### src/rtl/way_mru_tracker.sv
// Per-set valid/MRU keeper for a 4-way cache victim selector, with write-first lookup and a set-by-set flush.
// Optional hit/fill statistics counters are enabled by defining TRACKER_STATS_EN.
//
// state       | meaning
// ------------+----------------------------------------------------
// S_IDLE      | normal operation: updates, invalidates, lookups
// S_FLUSH     | clearing one set per cycle, lookups/updates blocked

module way_mru_tracker #(
    parameter int NUM_SETS = 16
) (
    input  logic                                         clk,
    input  logic                                         rst,
    input  logic                                         upd_valid,
    input  logic                                         upd_fill,
    input  logic [((NUM_SETS > 1) ? $clog2(NUM_SETS) : 1)-1:0] upd_set,
    input  logic [1:0]                                   upd_way,
    input  logic                                         inv_valid,
    input  logic [((NUM_SETS > 1) ? $clog2(NUM_SETS) : 1)-1:0] inv_set,
    input  logic [1:0]                                   inv_way,
    input  logic                                         rd_valid,
    input  logic [((NUM_SETS > 1) ? $clog2(NUM_SETS) : 1)-1:0] rd_set,
    output logic                                         rd_ready,
    output logic                                         rd_ack,
    output logic [3:0]                                   B,
    output logic [3:0]                                   D,
    output logic                                         hit_err,
    input  logic                                         flush_req,
    output logic                                         busy,
`ifdef TRACKER_STATS_EN
    output logic [15:0]                                  hit_cnt,
    output logic [15:0]                                  fill_cnt,
`endif
    output logic                                         flush_done
);

    localparam int SET_W = (NUM_SETS > 1) ? $clog2(NUM_SETS) : 1;

    localparam logic [0:0] S_IDLE  = 1'b0;
    localparam logic [0:0] S_FLUSH = 1'b1;

    logic [0:0]       state;
    logic [SET_W-1:0] flush_left;
    logic [SET_W-1:0] flush_set;

    logic [3:0] valid_mem [NUM_SETS];
    logic [3:0] mru_mem   [NUM_SETS];
    logic [3:0] nxt_valid [NUM_SETS];
    logic [3:0] nxt_mru   [NUM_SETS];

    logic       idle;
    logic       upd_in_range;
    logic       inv_in_range;
    logic       rd_in_range;
    logic       rd_accept;
    logic       hit_bad;
    logic [3:0] upd_oh;
    logic [3:0] inv_oh;

    assign busy         = (state == S_FLUSH);
    assign idle         = ~busy;
    assign rd_ready     = ~busy;
    assign rd_accept    = rd_valid & rd_ready;
    assign upd_in_range = (int'(upd_set) < NUM_SETS);
    assign inv_in_range = (int'(inv_set) < NUM_SETS);
    assign rd_in_range  = (int'(rd_set) < NUM_SETS);
    assign upd_oh       = 4'b0001 << upd_way;
    assign inv_oh       = 4'b0001 << inv_way;
    assign hit_bad      = idle & upd_valid & upd_in_range & ~upd_fill & ~valid_mem[upd_set][upd_way];
    // Flush walks sets upward while the terminal count runs down to zero.
    assign flush_set    = SET_W'(NUM_SETS - 1) - flush_left;

    // Post-update view of every set; storage writes and forwarded lookups share it.
    always_comb begin
        for (int s = 0; s < NUM_SETS; s++) begin
            nxt_valid[s] = valid_mem[s];
            nxt_mru[s]   = mru_mem[s];
            if (idle && upd_valid && upd_in_range && upd_set == SET_W'(s)) begin
                if (upd_fill) begin
                    nxt_valid[s][upd_way] = 1'b1;
                    nxt_mru[s]            = upd_oh;
                end else if (valid_mem[s][upd_way]) begin
                    nxt_mru[s] = upd_oh;
                end
            end
            // Applied after the update so a same-way invalidate wins.
            if (idle && inv_valid && inv_in_range && inv_set == SET_W'(s)) begin
                nxt_valid[s][inv_way] = 1'b0;
                if (nxt_mru[s] == inv_oh) begin
                    nxt_mru[s] = 4'b0000;
                end
            end
        end
    end

    always_ff @(posedge clk) begin
        if (rst) begin
            state      <= S_IDLE;
            flush_left <= '0;
            rd_ack     <= 1'b0;
            B          <= 4'b0000;
            D          <= 4'b0000;
            hit_err    <= 1'b0;
            flush_done <= 1'b0;
            for (int s = 0; s < NUM_SETS; s++) begin
                valid_mem[s] <= 4'b0000;
                mru_mem[s]   <= 4'b0000;
            end
        end else begin
            rd_ack     <= rd_accept;
            hit_err    <= hit_bad;
            flush_done <= 1'b0;
            if (rd_accept) begin
                B <= rd_in_range ? nxt_valid[rd_set] : 4'b0000;
                D <= rd_in_range ? nxt_mru[rd_set]   : 4'b0000;
            end
            for (int s = 0; s < NUM_SETS; s++) begin
                if (idle) begin
                    valid_mem[s] <= nxt_valid[s];
                    mru_mem[s]   <= nxt_mru[s];
                end else if (flush_set == SET_W'(s)) begin
                    valid_mem[s] <= 4'b0000;
                    mru_mem[s]   <= 4'b0000;
                end
            end
            if (state == S_IDLE) begin
                if (flush_req) begin
                    state      <= S_FLUSH;
                    flush_left <= SET_W'(NUM_SETS - 1);
                end
            end else begin
                if (flush_left == '0) begin
                    state      <= S_IDLE;
                    flush_done <= 1'b1;
                end else begin
                    flush_left <= flush_left - 1'b1;
                end
            end
        end
    end

`ifdef TRACKER_STATS_EN
    logic hit_ok;
    logic fill_ok;

    assign hit_ok  = idle & upd_valid & upd_in_range & ~upd_fill & valid_mem[upd_set][upd_way];
    assign fill_ok = idle & upd_valid & upd_in_range & upd_fill;

    always_ff @(posedge clk) begin
        if (rst || (idle && flush_req)) begin
            hit_cnt  <= 16'h0000;
            fill_cnt <= 16'h0000;
        end else begin
            if (hit_ok && hit_cnt != 16'hFFFF) begin
                hit_cnt <= hit_cnt + 16'h0001;
            end
            if (fill_ok && fill_cnt != 16'hFFFF) begin
                fill_cnt <= fill_cnt + 16'h0001;
            end
        end
    end
`endif

endmodule
### config.mk
export PLATFORM = sky130hd
export DESIGN_NAME = way_mru_tracker
export DESIGN_NICKNAME = d
export VERILOG_FILES = /design/src/rtl/way_mru_tracker.sv
export SDC_FILE = /design/constraint.sdc
export NUM_CORES = 1
export LEC_CHECK = 0
export ABC_AREA = 1
export BUFFER_PORTS_ARGS = -buffer_cell sky130_fd_sc_hd__buf_2
export CAP_MARGIN = 20
export CORE_ASPECT_RATIO = 0.6
export CORE_MARGIN = 2
export CORE_UTILIZATION = 40
export DETAILED_ROUTE_END_ITERATION = 8
export GPL_ROUTABILITY_DRIVEN = 0
export PLACE_DENSITY_LB_ADDON = 0.25
export SETUP_SLACK_MARGIN = 0.05
export SYNTH_ARGS = -nofsm -noshare
export SYNTH_HDL_FRONTEND = slang
export SYNTH_SLANG_ARGS = --single-unit
### constraint.sdc
create_clock -name clk -period 2.79 [get_ports clk]
set_input_delay 0.279 -clock clk [delete_from_list [all_inputs] [get_ports clk]]
set_output_delay 0.279 -clock clk [all_outputs]
set_load 0.02 [all_outputs]
After elaboration in Yosys (flattened, before gate mapping)
Memories as Yosys holds them, arrays and structs flattened. Cells that the tools add are included.

Add/subtract/negate cells: 2. Magnitude comparators: 5. Equality and inequality tests: 62. Shift-type cells: 2. Muxes and demuxes: 312. Bitwise operators: 105. Reductions and logical operators: 43.

Operators with widths (number): 2-to-1 mux 4 bit (199); equality test 4 bit, second input constant (24); 2-to-1 mux 1 bit (92); AND 4 bit (16); equality test 4 bit (16); OR 1 bit (64); OR 4 bit (16); equality test 4 x 3 -> 1 bit, second input constant (12); logical AND 1 bit (36); binary-select mux 1 bit (select 2 bit) (17); binary-select mux 4 bit (select 4 bit) (2); equality test 4 x 2 -> 1 bit, second input constant (6); logical NOT 4 bit (4); equality test 4 x 1 -> 1 bit, second input constant (3); left shift 1 x 2 -> 4 bit, first input constant (2); less-than comparator 2 x 3 -> 1 bit, second input constant (2); greater-or-equal comparator 5 bit, second input constant (1); NOT 4 -> 5 bit (1); AND 1 bit (4); demux 1 bit (select 2 bit) (2); greater-or-equal comparator 2 x 1 -> 1 bit, second input constant (2); NOT 4 bit (1); subtractor 4 x 1 -> 4 bit, second input constant (1); subtractor 4 bit, first input constant (1); 5 further kinds (7).

Register bits after elaboration: 16. Memory bits (writable): 128. Bits of input ports: 23. Output and inout bits: 13. Logic and storage cells: 540. Memories kept: 2.

Memories: mru_mem (depth 16, bits a word 4, rd ports 16, clocked after Yosys merged registers in 0, wr ports 16, line 47) `logic [3:0] mru_mem [NUM_SETS];`; valid_mem (depth 16, bits a word 4, rd ports 17, clocked after Yosys merged registers in 0, wr ports 16, line 46) `logic [3:0] valid_mem [NUM_SETS];`.

Logic depth before layout (Yosys ltp)
Depth in word-level cells: 12. Mapped depth: 22. Depth with buffers taken out: 22.

Least setup slack after synthesis
No wires, ideal clock.

Path type: register to register. Start point: reg state, in the netlist busy. End point: reg D[2]. Library setup time: 0.109 ns. Arrival time: 2.111 ns. Required time: 2.681 ns. Path slack: 0.570 ns. Stages on the path, launching flop included: 20. Buffers on the path: 1. Clock period less this slack: 2.220 ns. Path through: dfxtp_1 > buf_6 > nor2_8 > nand3_2 > nor2_4 > o21ai_2 > nand2_1 > nand2_2 > nand2_1 > nand2_1 > nor2_1 > nand3_2 > nand3_1 > nand3_1 > nand2_1 > nand2_1 > nand3_1 > nand3_1 > nand2_1 > inv_1.

Cells in the longest elaborated chain, start to end: 10. Elaborated cells on any way between the ends: 103. Classes of those cells: 16 x eq/ne; 51 x mux; 2 x bitwise; 34 x reduce/logical.

Ends and longest elaborated chain: from (decl) (line 42) `logic [0:0] state;`; from (signal assigned) (line 98) `state <= S_IDLE;`; from (signal assigned) (line 128) `state <= S_FLUSH;`; from (signal assigned) (line 133) `state <= S_IDLE;`; NOT 1 bit *; logical AND 1 bit (2 in series) (line 78) `if (idle && upd_valid && upd_in_range && upd_set == SET_W'(s)) begin`; 2-to-1 mux 4 bit (line 78); equality test 4 bit (line 89) `if (nxt_mru[s] == inv_oh) begin`; 2-to-1 mux 4 bit (line 89); 2-to-1 mux 4 bit (line 87) `if (idle && inv_valid && inv_in_range && inv_set == SET_W'(s)) begin`; binary-select mux 4 bit (select 4 bit) (line 115) `D <= rd_in_range ? nxt_mru[rd_set] : 4'b0000;`; 2-to-1 mux 4 bit (implied by the code) (2 in series) (line 115); to (signal assigned) (line 115); to (decl) (line 26) `output logic [3:0] D,`.

Every way passes the cells marked *; elsewhere a longest branch is shown, timed or not. The select of a mux whose other input is x is not followed. A chain may end at the register's enable or synchronous reset.

Worst setup path after layout
Start point: reg state, in the netlist busy. End point: reg B[2].

Cells in the longest elaborated chain, start to end: 9. Elaborated cells on any way between the ends: 87. Classes of those cells: 35 x mux; 18 x bitwise; 34 x reduce/logical.

Ends and longest elaborated chain: NOT 1 bit *; logical AND 1 bit (2 in series) (line 78); 2-to-1 mux 4 bit (line 78); AND 4 bit (no line); 2-to-1 mux 4 bit (line 87); binary-select mux 4 bit (select 4 bit) (line 114) `B <= rd_in_range ? nxt_valid[rd_set] : 4'b0000;`; 2-to-1 mux 4 bit (implied by the code) (2 in series) (line 114); to (signal assigned) (line 114); to (decl) (line 25) `output logic [3:0] B,`.

Marked as above.

==> results.yml <==
power:
  p_per_area_nw_per_um2: 493.3
  switching_power_uw: 2673
  pwr-share-comb_pct: 31.0
  p_int_uw: 4610
  power_switching_share_pct: 36.70
  total_power_uw: 7283
  peakVddDrop_v: 0.0005124
  clockPowerShare_pct: 30.9
  seqPwrFrac_pct: 38.1
  p_leak_uw: 0.006744
worst_hold_path:
  hold_class: "in -> reg"
sta:
  skew_ns: 0.01434
  slew_headroom_pct: 54.23
  worst_slack_ns: -0.0003988
  max_freq_mhz: 358.4
  rsz0062_at_grt: "yes"
  fin_crit_ns: 2.790
  tightest_slew_ns: 0.6849
  period_share_pct: 100.0
  setup_violations: 1
  final_hold_viol_count: 0
  maxSlewViolCount: 0
global_routing:
  grtUsageTotal_pct: 34.10
  grt_max_degree: 70
  grt_pass1_wl_mm: 76.38
  antenna_found_initial: 0
  grt_pass1_vias: 12304
  grt-ovfl-total: 0
floorplan:
  ios: 36
  start_util_pct: 40.65
  coreArea_sq_um: 28770
  rows: 48
  dieHeight_microns: 136.5
  die_x_microns: 224.7
  fp.dieArea_sq_um: 30670
routing:
  avgRoutedWirePerCell_microns: 22.66
  drcViolationCount: 0
  routed-via-count: 14055
  first_pass_iters: 9
  ant_nets: 0
  vias_per_cell: 6.009
  first_iter_violations: 2354
  finalWirelength_mm: 53.01
synth:
  synth_ff_type: "edfxtp_1"
  yosysMostFrequentCell: "nand2_1"
  synth_edf_count: 128
  yosysTopAreaCell: "edfxtp_1"
  synthArstFlopShare_pct: 0
  netlist_instances: 1760
  yosys_warnings: 0
  synthTopCellsByCount: "436 x nand2_1, 289 x nand3_1, 255 x nor2_1"
  synthTopCellsByArea: "edfxtp_1 33%, nand2_1 14%, nand3_1 12%"
  synth_area_sq_um: 11690
  synth.avg_cell_area_sq_um: 6.645
  ys_seq_area_share_pct: 35.61
  ys_seq_elements: 144
  synth_top_area_share_pct: 32.87
  synth_cell_types: 40
  synth_fp_nets: 1787
clock_tree:
  htreeDepth: 4
  cts_buffers: 17
  clk_latency_ns: 0.46
  cts_hold_buf: 0
  clockBufferDepth: 2
  cts_root_buf: "clkbuf_16"
  cts_sinks: 144
  clkSlewWorstSetupHoldPaths_ns: 0.06
  cts_tree: "yes"
critical_path:
  crit_fanout: 4
  worstSetupPathType: "reg -> reg"
  worst_setup_path_start_kind: "flop"
  cp.required_ns: 3.14
  crit_arrival_ns: 3.14
  end_kind: "flop"
layout:
  final_area_sq_um: 14760
  stdcell_count: 2339
  fin_nets: 1978
  drive_gt1_share_pct: 22.40
  area_delta_synth_final_pct: 26.22
  diodes: 0
  fill_cells: 2811
job:
  maxCapViolCount: 0
place:
  post-place-cells: 2280
  port_buffers: 35
  dpl_worst_slack_ns: -0.1519
  dp_hpwl_mm: 38.69
  place_area_sq_um: 13560
run_status:
  violations: "negative setup slack"
  outcome: "complete, but fails checks"
[power by group through the flow]
stage	Sequential [uW]	Combinational [uW]	Clock, uW
after floorplan	2750	1180	0
final	2770	2260	2250
after CTS	2750	2040	2250
after detailed placement	2800	2000	0
after global placement	2800	1990	0
after global routing	2780	2400	2310
[critical path: stages (launching register included)]
cell      delay, ns
dfxtp_2        0.33
clkinv_1       0.05
nand2_1        0.19
inv_1          0.17
nand3_2        0.17
nor2_2         0.21
inv_1          0.12
o21ai_0        0.26
nor2_1         0.08
nor3_1         0.34
buf_4          0.18
o21ai_1        0.08
nand3_1        0.19
nand3_2        0.15
o211ai_1       0.11
inv_1          0.05
[metrics by stage]
stage	utilization (%)	TNS [ns]	hold slack [ns]
after CTS	49.34	0	0.04963
after detailed placement	47.13	-0.5174	0.4840
final	51.31	-0.0003988	0.06311
after floorplan	-	0	0.4142
after global placement	47.12	-0.4691	0.4830
after global routing	51.31	-0.07090	0.06730
[cells by family after synthesis]
kind of cell	after synthesis	share of synthesized area, %
compound gates	264	12.87
buf+inv	271	9.639
simple gates	1077	41.46
fa+ha+maj	4	0.4280
flops	144	35.61
[cell type report]
class / count / area, sq um / area share [%]
clock inverter: 12 / 92.59 / 0.6272
inverter: 194 / 730.7 / 4.950
timing repair buffer: 249 / 2029 / 13.75
sequential: 144 / 4165 / 28.22
clock buffer: 20 / 446.7 / 3.026
tap: 375 / 469.2 / 3.178
multi-input combinational: 1345 / 6828 / 46.25
[path summary, 6_finish.rpt]
path	from	to	slack, ns	cells past startpoint
max reg2reg	busy$_SDFF_PP0_	B[2]$_SDFFE_PP0P_	-0.0004	15
min reg2reg	B[3]$_SDFFE_PP0P_	B[3]$_SDFFE_PP0P_	0.51	2
max	busy$_SDFF_PP0_	B[2]$_SDFFE_PP0P_	-0.0004	15
min	rd_valid	rd_ack$_SDFF_PP0_	0.06	3
[placed cells by master (no fill, tap or decap), types with 4 or more instances in the layout]
cell and instances:
nor2_2 19, o221ai_1 16, nand2_1 413, nand3_4 8
buf_2 36, a221oi_1 4, nor3_2 4, nand2_4 12
clkinv_2 7, nor2_4 14, inv_2 8, nor3_1 12
nand2_2 48, nand3_1 260, buf_4 189, clkbuf_16 17
dfxtp_1 15, o21ai_1 35, inv_1 184, edfxtp_1 128
buf_12 19, o211ai_1 8, o21ai_0 84, buf_6 4
a21oi_1 77, nor2_8 7, a22oi_1 16, nand3_2 28
ha_1 4, o21ai_2 4, o31ai_1 7, nor2_1 246
[routing by layer]
layer	vias to the layer above	wire length, microns	GRT usage, %
met3	156	10170	18.28
met4	0	1818	12.25
met5	-	0	0
li1	6246	-	-
met1	6471	21930	48.05
met2	1182	19090	42.81
[timing repair]
action	CTS	global route
setup buffers	6	21
pin swaps	4	39
endpoints found under the setup margin	7	9
resized for setup	12	96
[sequential cells by signal, summed over array words and instances, names as in the netlist]
signal,count
mru_mem,64
valid_mem,64
B,4
D,4
flush_left,4
busy,1
flush_done,1
hit_err,1
rd_ack,1
(Power assumes the default switching activity.)
